===== config.mk =====
export PLATFORM = sky130hd
export DESIGN_NAME = tug_of_war_match
export DESIGN_NICKNAME = d
export VERILOG_FILES = /design/src/rtl/tug_of_war_match.sv
export SDC_FILE = /design/constraint.sdc
export NUM_CORES = 1
export LEC_CHECK = 0
export CORE_UTILIZATION = 45
export DETAILED_ROUTE_END_ITERATION = 12
export GPL_TIMING_DRIVEN = 0
export PLACE_DENSITY = 0.75
export SLEW_MARGIN = 20
export SYNTH_ARGS = -nofsm -noshare
export SYNTH_HDL_FRONTEND = slang
export SYNTH_SLANG_ARGS = --single-unit

===== constraint.sdc =====
create_clock -name clk -period 3.7 [get_ports clk]
set_input_delay 0.925 -clock clk [delete_from_list [all_inputs] [get_ports clk]]
set_output_delay 0.925 -clock clk [all_outputs]
set_load 0.01 [all_outputs]

===== src/rtl/tug_of_war_match.sv =====
// Tug-of-war playfield with multi-round match scoring.
// A one-hot rope LED moves toward the pressing player; pulling it off an end
// scores a point, the rope holds at that end for HOLD_CYCLES edges, then
// recentres. The first player to WIN_SCORE points ends the match until reset.
module tug_of_war_match #(
  parameter int NUM_LEDS    = 9,
  parameter int START_POS   = 4,
  parameter int SCORE_W     = 3,
  parameter int WIN_SCORE   = 7,
  parameter int HOLD_CYCLES = 4
) (
  input  logic                clk,
  input  logic                reset,
  input  logic                Rin,
  input  logic                Lin,
  output logic [NUM_LEDS-1:0] LED,
  output logic [SCORE_W-1:0]  left_score,
  output logic [SCORE_W-1:0]  right_score,
  output logic                point_l,
  output logic                point_r,
  output logic                match_over,
  output logic                match_winner
);

  localparam int HOLD_W = (HOLD_CYCLES > 1) ? $clog2(HOLD_CYCLES) : 1;
  localparam logic [HOLD_W-1:0]   HOLD_LAST = HOLD_W'(HOLD_CYCLES - 1);
  localparam logic [SCORE_W-1:0]  WIN       = SCORE_W'(WIN_SCORE);
  localparam logic [NUM_LEDS-1:0] START_LED = {{(NUM_LEDS-1){1'b0}}, 1'b1} << START_POS;

  typedef enum logic [1:0] {
    PLAY       = 2'd0,
    POINT      = 2'd1,
    MATCH_OVER = 2'd2
  } state_t;

  state_t              state, state_n;
  logic [HOLD_W-1:0]   hold, hold_n;
  logic [NUM_LEDS-1:0] led_n;
  logic [SCORE_W-1:0]  left_n, right_n;
  logic [SCORE_W-1:0]  left_inc, right_inc;
  logic                point_l_n, point_r_n;
  logic                over_n, winner_n;
  logic                pull_r, pull_l;

  // Simultaneous presses cancel; only a lone press moves the rope.
  assign pull_r    = Rin & ~Lin;
  assign pull_l    = Lin & ~Rin;
  assign left_inc  = left_score + 1'b1;
  assign right_inc = right_score + 1'b1;

  // State register and all registered outputs; reset overrides every state.
  always_ff @(posedge clk) begin
    if (reset) begin
      state        <= PLAY;
      hold         <= '0;
      LED          <= START_LED;
      left_score   <= '0;
      right_score  <= '0;
      point_l      <= 1'b0;
      point_r      <= 1'b0;
      match_over   <= 1'b0;
      match_winner <= 1'b0;
    end else begin
      state        <= state_n;
      hold         <= hold_n;
      LED          <= led_n;
      left_score   <= left_n;
      right_score  <= right_n;
      point_l      <= point_l_n;
      point_r      <= point_r_n;
      match_over   <= over_n;
      match_winner <= winner_n;
    end
  end

  // Next-state and next-output logic: move, score, hold, or stay frozen.
  always_comb begin
    state_n   = state;
    hold_n    = hold;
    led_n     = LED;
    left_n    = left_score;
    right_n   = right_score;
    point_l_n = 1'b0;
    point_r_n = 1'b0;
    over_n    = match_over;
    winner_n  = match_winner;
    case (state)
      PLAY: begin
        if (pull_r) begin
          if (LED[0]) begin
            // Rope already at the right end: score, LED stays put.
            right_n   = right_inc;
            point_r_n = 1'b1;
            if (right_inc == WIN) begin
              state_n  = MATCH_OVER;
              over_n   = 1'b1;
              winner_n = 1'b0;
            end else begin
              state_n = POINT;
              hold_n  = '0;
            end
          end else begin
            led_n = LED >> 1;
          end
        end else if (pull_l) begin
          if (LED[NUM_LEDS-1]) begin
            left_n    = left_inc;
            point_l_n = 1'b1;
            if (left_inc == WIN) begin
              state_n  = MATCH_OVER;
              over_n   = 1'b1;
              winner_n = 1'b1;
            end else begin
              state_n = POINT;
              hold_n  = '0;
            end
          end else begin
            led_n = LED << 1;
          end
        end
      end
      POINT: begin
        // Presses are dropped here; recentre on the HOLD_CYCLES-th edge.
        if (hold == HOLD_LAST) begin
          led_n   = START_LED;
          state_n = PLAY;
          hold_n  = '0;
        end else begin
          hold_n = hold + 1'b1;
        end
      end
      MATCH_OVER: begin
        // Terminal until reset.
      end
      default: begin
        state_n = PLAY;
        led_n   = START_LED;
      end
    endcase
  end

endmodule


==> qor.csv, run 1 <==
metric,value,unit
r2r_end,match_winner$_SDFFE_PP0P_,
synth_compound_area_share,22.3,%
synth.area.mux_share,0.929,%
whs,461,ps
worstPathArrival,2880,ps
synth_top_family_by_area,compound AO/OA/AOI/OAI gates,
power_per_cell_area,287,nW/um^2
hp-class,reg -> reg,
finalSetupViolCount,0,
synthAdderAreaFrac,7.22,%
grt_antenna_before_repair,0,
seqCellArea,460,sq um
vdd.ir_drop.worst,0.254,mV
cts_tree,done,
clk_latency,310,ps
die_area,2910,sq um
max_freq,0.377,GHz
ys_top_cells_by_count,"23 x dfxtp_1, 14 x nor2_1, 9 x nand2_1, 8 x inv_1, 7 x ha_1",
min_period,2660,ps
synth_top_area_share,38.0,%
yosysTopAreaCell,dfxtp_1,
cts_hold_buf,0,
worstRegToRegCells,6,
pwr-share-seq,59.7,%
cts_root_buffer,clkbuf_4,
drc,0,
syn-num-nets,147,
reg2reg_from,left_score[0]$_SDFFE_PP0P_,
power,429,uW
grt_setup_unrepaired,false,
syn-mean-instance-area,8.91,sq um
initial_core_util,48.1,%
dp_hpwl,1840,um
drv_slew,0,
via_per_inst,5.48,
synth-main-ff-cell,dfxtp_1,
finalCritPeriodShare,71.8,%
vias,1053,
wl_per_cell,13.1,um
grt_max_degree,13,
cp-end-kind,flop,
cts_sinks,23,
synthTopCellsByArea,"dfxtp_1 38%, ha_1 7.2%, nor2_1 4.3%",
clockBufferDepth,2,
status,completed,
routed_wl,2510,um
clkPwrFrac,27.0,%
ys_seq_area_share,38.0,%
worstPathMaxFanout,10,
multi_input_area,671,sq um
combPwrFrac,13.3,%
grt_pass1_vias,926,
maxCapViolCount,0,
synth_edf_count,0,
internal_power,321,uW
ios,23,
cts_buffers,3,
p_sw_share,25.2,%
tightest_slew,486,ps
synthSimpleGateAreaFrac,20.5,%
path_delay_family,compound AO/OA/AOI/OAI gates,
grt_pass1_wl,4120,um
drtIter0Drc,23,
ant_nets,0,
crit_buf_inv,3,
nets,174,
worstPathRequired,3930,ps
r2r_setup_slack,2020,ps
post_cts_buffers,0,
nFillCells,237,
crit_chain,"clkdlybuf4s50_1, inv_1, ha_1, a2111oi_4, o22ai_2, buf_6, o31ai_1",
fin_util,59.3,%
synth.most_common_cell,dfxtp_1,
critPathSlowestCell,clkdlybuf4s50_1,
grt_usage,19.8,%
relSlewSlack,67.6,%
holdPathStages,2,
die_h,53.9,um
holdPathEnd,match_over$_SDFFE_PP0P_,
hold_viol,0,
area_delta_synth_final,23.4,%
crit_path_max_incr_delay,480,ps
first_pass_iters,4,
cts_resized,0,
power.switching,108,uW
synthCells,136,
hp-start,match_over$_SDFFE_PP0P_,
start_kind,input port,
async_reset_ff_share,0,%
diodes,0,
synth-xor-area-share,4.33,%
ys_warn_count,0,
critPathKind,in -> reg,
portBuffers,22,
syn-cell-area,1210,sq um
synthDistinctLibCells,37,
synth-seq-cells,23,
dp_slack,723,ps
grt.overflow.total,0,
drive_gt1_share,8.64,%
htree_levels,1,
die_width,53.9,um
rows,18,
leakagePower,0.554,nW
skew,1.75,ps
setup_tns,0,ps
clkTransAtPathRegs,120,ps
core_area,2520,sq um
fin_ws,1040,ps
gp_congestion,0.846,
==> power groups by stage <==
stage                     logic [mW]  clock network [mW]  registers (mW)
after global routing          0.0631               0.129           0.257
after global placement        0.0556                   0           0.262
after detailed placement      0.0571                   0           0.262
after floorplan               0.0347                   0           0.263
after CTS                     0.0573               0.120           0.256
final                         0.0572               0.116           0.256
==> layer usage <==
| layer | up-vias | global-route usage (%) | part of all wire [%] |
|---|---|---|---|
| met3 | 2 | 5.93 | 4.4 |
| met1 | 495 | 25.9 | 48 |
| met4 | 0 | 2.63 | 0.60 |
| met2 | 20 | 32.5 | 47 |
| li1 | 536 | - | - |
| met5 | - | 0 | 0 |
==> layout by cell type (no fill, tap or decap), types with 2 or more instances in the layout <==
| cell | Yosys | final |
|---|---|---|
| buf_6 | 2 | 2 |
| o21ai_0 | 5 | 5 |
| nor3b_1 | 5 | 5 |
| a32o_1 | 2 | 2 |
| xnor2_1 | 2 | 2 |
| nor2_1 | 14 | 14 |
| clkdlybuf4s50_1 | 0 | 22 |
| a211oi_1 | 3 | 3 |
| a21oi_1 | 5 | 5 |
| a22oi_1 | 2 | 2 |
| o21a_1 | 2 | 2 |
| dfxtp_1 | 23 | 23 |
| nand3_1 | 6 | 6 |
| clkbuf_4 | 0 | 3 |
| nor2b_1 | 5 | 5 |
| o31ai_1 | 6 | 6 |
| inv_1 | 8 | 8 |
| nor3_1 | 2 | 2 |
| clkbuf_1 | 3 | 4 |
| a31oi_1 | 4 | 4 |
| buf_2 | 2 | 2 |
| xor2_1 | 4 | 4 |
| nand2_1 | 9 | 9 |
| ha_1 | 7 | 7 |
==> worst max-delay path by stage <==
| stage | start | endpoint | slack [ps] | depth (start not counted) |
|---|---|---|---|---|
| floorplan | Rin | LED[1]$_SDFFE_PP0P_ | 1450 | 6 |
| global placement | Rin | LED[6]$_SDFFE_PP0P_ | 840 | 7 |
| detailed placement | Rin | LED[1]$_SDFFE_PP0P_ | 720 | 7 |
| CTS | Rin | LED[1]$_SDFFE_PP0P_ | 1060 | 7 |
| global route | Rin | LED[1]$_SDFFE_PP0P_ | 1000 | 7 |
| finish | Rin | LED[1]$_SDFFE_PP0P_ | 1040 | 7 |
==> cell type report <==
class | count | area share, %
inverter | 8 | 2.01
timing repair buffer | 22 | 14.7
clock buffer | 4 | 1.76
sequential | 23 | 30.8
buffer | 8 | 3.43
multi-input combinational | 97 | 44.8
tap | 30 | 2.51
==> through the flow <==
step / instances / cell area (sq um)
after CTS: 192 / 1500
after global routing: 192 / 1500
after floorplan: 136 / 1210
after global placement: 188 / 1470
after detailed placement: 188 / 1470
final: 192 / 1500
==> sequential cells by signal (all words and copies together), names as in the netlist <==
| register | flops |
|---|---|
| LED | 9 |
| left_score | 3 |
| right_score | 3 |
| hold | 2 |
| state | 2 |
| match_over | 1 |
| match_winner | 1 |
| point_l | 1 |
| point_r | 1 |
==> worst reg2reg max path, cell delays in order (launching register included) <==
cell and delay (ps):
dfxtp_1 410, inv_1 60, ha_1 200, nor2b_1 140
a32oi_1 230, nand3b_1 200, mux2_2 340
==> cells by family after synthesis <==
kind of cell    count (synthesis)
compound gates                 35
buf+inv                        16
simple gates                   48
mux                             1
flops                          23
fa+ha+maj                       7
xor+xnor                        6
Power figures use the tool's default switching activity.
==> run 2, diff against run 1 <==
- PLACE_DENSITY: 0.75 -> 0.77
- clock period: 3.7 -> 2.3 ns (I/O delays scaled with it)
==> run 2 against run 1 <==
Net effect:
- combinational power increased by 58%
- design area unchanged
- largest power group unchanged
- clock power increased by 69%
- highest routed layer unchanged
- sequential power increased by 61%
- critical path depth unchanged
- worst hold slack improved by 0.52 ps
- register-to-register slack got worse by 1400 ps
- global-route usage about the same
- power increased by 63%
- cell count unchanged
- first-iteration DRC count increased by 26%
- clock skew increased by 6.0 ps
==> qor.csv, run 2 (same netlist as run 1, synthesis figures left out) <==
metric,value,unit,change
status,completed,,unchanged
skew,7.72,ps,was 1.75 ps
internal_power,516,uW,was 321 uW
top_register,LED,,unchanged
cts_resized,0,,unchanged
rows,18,,unchanged
layout_commonest_cell,dfxtp_1,,unchanged
fin_area,1500,sq um,unchanged
dp_hpwl,1840,um,about the same
die_width,53.9,um,unchanged
clockBufferDepth,2,,unchanged
via_per_inst,5.51,,was 5.48
placed_cell_area,1470,sq um,unchanged
relSlewSlack,68.5,%,was 67.6%
crit_path_end,LED[1]$_SDFFE_PP0P_,,unchanged
grt.overflow.total,0,,unchanged
hold_viol,0,,unchanged
worstRegToRegCells,6,,unchanged
clk_latency,320,ps,was 310 ps
worstPathMaxFanout,10,,unchanged
area_delta_synth_final,23.4,%,unchanged
maxCapViolCount,0,,unchanged
reg_top3,"LED: 9 flops, left_score: 3 flops, right_score: 3 flops",,unchanged
portBuffers,22,,unchanged
layout.cells.non_filler,192,,unchanged
cts_buffers,3,,unchanged
finalSetupViolCount,0,,unchanged
grt_pass1_wl,4150,um,was 4120 um
cts_hold_buf,0,,unchanged
hp-class,reg -> reg,,unchanged
power,699,uW,was 429 uW
nFillCells,222,,was 237
cts_root_buffer,clkbuf_4,,unchanged
clkTransAtPathRegs,140,ps,was 120 ps
tightest_slew,472,ps,was 486 ps
cp-end-kind,flop,,unchanged
nets,174,,unchanged
combPwrFrac,12.9,%,was 13.3%
largest_reg_flops,9,,unchanged
cts_sinks,23,,unchanged
most-common-layout-cells,"23 x dfxtp_1, 22 x clkdlybuf4s50_1, 14 x nor2_1, 9 x nand2_1, 8 x inv_1",,unchanged
pwr-share-seq,59.0,%,was 59.7%
vdd.ir_drop.worst,0.326,mV,was 0.254 mV
drive_gt1_share,8.64,%,unchanged
power.switching,183,uW,was 108 uW
setup_tns,0,ps,unchanged
routed_wl,2550,um,was 2510 um
power_per_cell_area,467,nW/um^2,was 287 nW/um^2
critPathKind,in -> reg,,unchanged
grt_usage,19.7,%,was 19.8%
initial_core_util,48.1,%,unchanged
vias,1058,,was 1053
max_freq,0.462,GHz,
diodes,0,,unchanged
crit_chain,"clkdlybuf4s50_1, inv_1, ha_1, a2111oi_4, o22ai_2, buf_6, o31ai_1",,unchanged
crit_path_max_incr_delay,490,ps,was 480 ps
min_period,2160,ps,
clkPwrFrac,28.1,%,was 27.0%
gp_congestion,0.838,,was 0.846
reg2reg_from,left_score[0]$_SDFFE_PP0P_,,unchanged
r2r_setup_slack,630,ps,was 2020 ps
drtIter0Drc,29,,was 23
worstPathArrival,2400,ps,was 2880 ps
placed_cells,188,,unchanged
finalCritPeriodShare,94.0,%,
critPathSlowestCell,clkdlybuf4s50_1,,unchanged
core_area,2520,sq um,unchanged
wl_per_cell,13.3,um,was 13.1 um
die_h,53.9,um,unchanged
r2r_end,match_winner$_SDFFE_PP0P_,,unchanged
p_sw_share,26.2,%,was 25.2%
htree_levels,1,,unchanged
die_area,2910,sq um,unchanged
grt_setup_unrepaired,false,,unchanged
leakagePower,0.555,nW,was 0.554 nW
grt_pass1_vias,952,,was 926
crit_path_start,Lin,,was Rin
cts_tree,done,,unchanged
grt_antenna_before_repair,0,,unchanged
worstPathRequired,2530,ps,was 3930 ps
ant_nets,0,,unchanged
drc,0,,unchanged
ios,23,,unchanged
first_pass_iters,4,,unchanged
post_cts_buffers,0,,unchanged
grt_max_degree,13,,unchanged
start_kind,input port,,unchanged
drv_slew,0,,unchanged
run 2: cell counts in the layout (fill, tap and decap cells not counted):
No cell type changed its count.
run 2: metal layers:
layer  GRT usage, %  wire length (um)
met1           26.4              1260
met2           32.3              1190
met3           2.54                80
met4           6.58                23
met5              0                 0
run 2: power groups by stage:
stage	clock network (mW)	registers (mW)	logic [mW]
finish	0.196	0.413	0.0902
global route	0.212	0.414	0.100
CTS	0.199	0.412	0.0915
detailed placement	0	0.421	0.0912
global placement	0	0.421	0.0894
floorplan	0	0.423	0.0558
run 2: worst min path at each step:
| stage | end | slack (ps) | startpoint | depth (start not counted) |
|---|---|---|---|---|
| after floorplan | match_over$_SDFFE_PP0P_ | 470 | match_over$_SDFFE_PP0P_ | 2 |
| after global placement | match_over$_SDFFE_PP0P_ | 440 | match_over$_SDFFE_PP0P_ | 2 |
| after detailed placement | match_over$_SDFFE_PP0P_ | 450 | match_over$_SDFFE_PP0P_ | 2 |
| after CTS | match_over$_SDFFE_PP0P_ | 470 | match_over$_SDFFE_PP0P_ | 2 |
| after global routing | match_over$_SDFFE_PP0P_ | 500 | match_over$_SDFFE_PP0P_ | 2 |
| final | match_over$_SDFFE_PP0P_ | 460 | match_over$_SDFFE_PP0P_ | 2 |
run 2: metrics by stage:
step	hold slack (ps)	utilization, %	setup WS, ps
final	461	59.3	138
after global routing	504	59.3	48.6
after CTS	468	59.3	48.3
after detailed placement	450	58.3	-282
after global placement	440	58.3	-208
after floorplan	470	-	399
run 2: critical path: cells and delay by family:
kind            cells  cell delay [ps]
compound gates      3              860
fa+ha+maj           1              240
buf+inv             3              710
run 2: final cells by class:
cell class / instances / area, sq um / area share, %
multi-input combinational: 97 / 671 / 44.8
inverter: 8 / 30.0 / 2.01
clock buffer: 4 / 26.3 / 1.76
timing repair buffer: 22 / 220 / 14.7
tap: 30 / 37.5 / 2.51
buffer: 8 / 51.3 / 3.43
sequential: 23 / 460 / 30.8
==> run 3, diff against run 2 <==
- DONT_BUFFER_PORTS: unset -> 1
- MAX_ROUTING_LAYER: unset -> met4
- PLACE_DENSITY: 0.77 -> 0.66
==> run 3 against run 2 <==
Net effect:
- fmax is 25% higher
- routed wire length is 6.6% lower
- die area did not move
- clock power fell by 4%
- highest routed layer unchanged
==> qor.csv, run 3 (same netlist as run 1, synthesis figures left out) <==
metric,value,unit,change
skew,2.87,ps,was 7.72 ps
portBuffers,0,,was 22
tightest_slew,486,ps,was 472 ps
rows,18,,unchanged
grt_max_degree,14,,was 13
reg_top3,"LED: 9 flops, left_score: 3 flops, right_score: 3 flops",,unchanged
die_area,2910,sq um,unchanged
cts_root_buffer,clkbuf_4,,unchanged
die_h,53.9,um,unchanged
initial_core_util,48.1,%,unchanged
ios,23,,unchanged
first_pass_iters,4,,unchanged
grt_pass1_vias,925,,was 952
finalCritPeriodShare,75.0,%,was 94.0%
status,completed,,unchanged
drc,0,,unchanged
largest_reg_flops,9,,unchanged
leakagePower,0.479,nW,was 0.555 nW
grt_usage,19.9,%,was 19.7%
drive_gt1_share,10.7,%,was 8.64%
drv_slew,0,,unchanged
worstPathRequired,2530,ps,about the same
drtIter0Drc,15,,was 29
setup_tns,0,ps,unchanged
placed_cells,166,,was 188
clkTransAtPathRegs,130,ps,was 140 ps
most-common-layout-cells,"23 x dfxtp_1, 14 x nor2_1, 9 x nand2_1, 8 x inv_1, 7 x ha_1",,"was 23 x dfxtp_1, 22 x clkdlybuf4s50_1, 14 x nor2_1, 9 x nand2_1, 8 x inv_1"
grt_pass1_wl,4050,um,was 4150 um
ant_nets,0,,unchanged
routed_wl,2380,um,was 2550 um
fin_ws,574,ps,was 138 ps
cp-end-kind,flop,,unchanged
vias,962,,was 1058
post_cts_buffers,0,,unchanged
die_width,53.9,um,unchanged
relSlewSlack,67.6,%,was 68.5%
layout.cells.non_filler,170,,was 192
hp-class,in -> reg,,was reg -> reg
worstPathMaxFanout,10,,unchanged
power_per_cell_area,527,nW/um^2,was 467 nW/um^2
grt.overflow.total,0,,unchanged
hold_viol,0,,unchanged
core_area,2520,sq um,unchanged
worstPathArrival,1960,ps,was 2400 ps
grt_setup_unrepaired,false,,unchanged
nets,152,,was 174
layout_commonest_cell,dfxtp_1,,unchanged
cts_hold_buf,0,,unchanged
min_period,1730,ps,was 2160 ps
top_register,LED,,unchanged
r2r_setup_slack,580,ps,was 630 ps
area_delta_synth_final,5.37,%,was 23.4%
dp_hpwl,1770,um,was 1840 um
grt_antenna_before_repair,0,,unchanged
via_per_inst,5.66,,was 5.51
cts_sinks,23,,unchanged
finalSetupViolCount,0,,unchanged
cts_tree,done,,unchanged
max_freq,0.579,GHz,was 0.462 GHz
maxCapViolCount,0,,unchanged
critPathKind,in -> reg,,unchanged
cts_buffers,3,,unchanged
wl_per_cell,14.0,um,was 13.3 um
diodes,0,,unchanged
cts_resized,0,,unchanged
vdd.ir_drop.worst,0.242,mV,was 0.326 mV
start_kind,input port,,unchanged
fin_util,50.6,%,was 59.3%
clk_latency,310,ps,was 320 ps
clockBufferDepth,2,,unchanged
htree_levels,1,,unchanged
gp_congestion,0.803,,was 0.838
dp_slack,248,ps,was -282 ps
## run 3: cell count changes in the layout (fill, tap and decap cells not counted), sizes merged
| cell | previous run | this run |
|---|---|---|
| clkinv | 0 | 1 |
| clkbuf | 7 | 6 |
| clkdlybuf4s50 | 22 | 0 |
## run 3: area by class of cell
type | instances | area [sq um]
Tap cell | 30 | 37.5
Multi-Input combinational cell | 97 | 671
Fill cell | 256 | 1240
Inverter | 8 | 30.0
Clock inverter | 1 | 5.00
Buffer | 8 | 51.3
Clock buffer | 3 | 22.5
Sequential cell | 23 | 460
## run 3: power breakdown
part	total [mW]	switching [mW]	leakage [nW]	internal [mW]
Sequential	0.416	0.0108	0.186	0.406
Clock	0.189	0.124	0.0177	0.0649
Combinational	0.0678	0.0397	0.276	0.0282
## run 3: final timing paths
path	from	end	cells past startpoint
max	Rin	LED[1]$_SDFFE_PP0P_	6
min	reset	LED[4]$_SDFFE_PP1P_	2
max reg2reg	left_score[0]$_SDFFE_PP0P_	match_winner$_SDFFE_PP0P_	6
min reg2reg	match_over$_SDFFE_PP0P_	match_over$_SDFFE_PP0P_	2
## run 3: per-stage QoR
step | power [mW] | hold WS, ps | area, sq um
finish | 0.673 | 420 | 1280
CTS | 0.680 | 411 | 1280
global placement | 0.491 | 486 | 1250
global route | 0.702 | 406 | 1280
detailed placement | 0.493 | 489 | 1250
floorplan | 0.479 | 470 | 1210
## run 3: layer usage
metal	up-vias	global-route usage, %	share of wire [%]
met5	-	-	0
met2	17	31.9	46
met1	451	24.6	50
li1	492	-	-
met4	0	6.14	0.63
met3	2	4.52	3.6
## run 3: worst max-delay path: stages
cell	delay, ps
inv_1	20
ha_1	350
a2111oi_4	420
o22ai_2	190
buf_6	170
o31ai_1	230
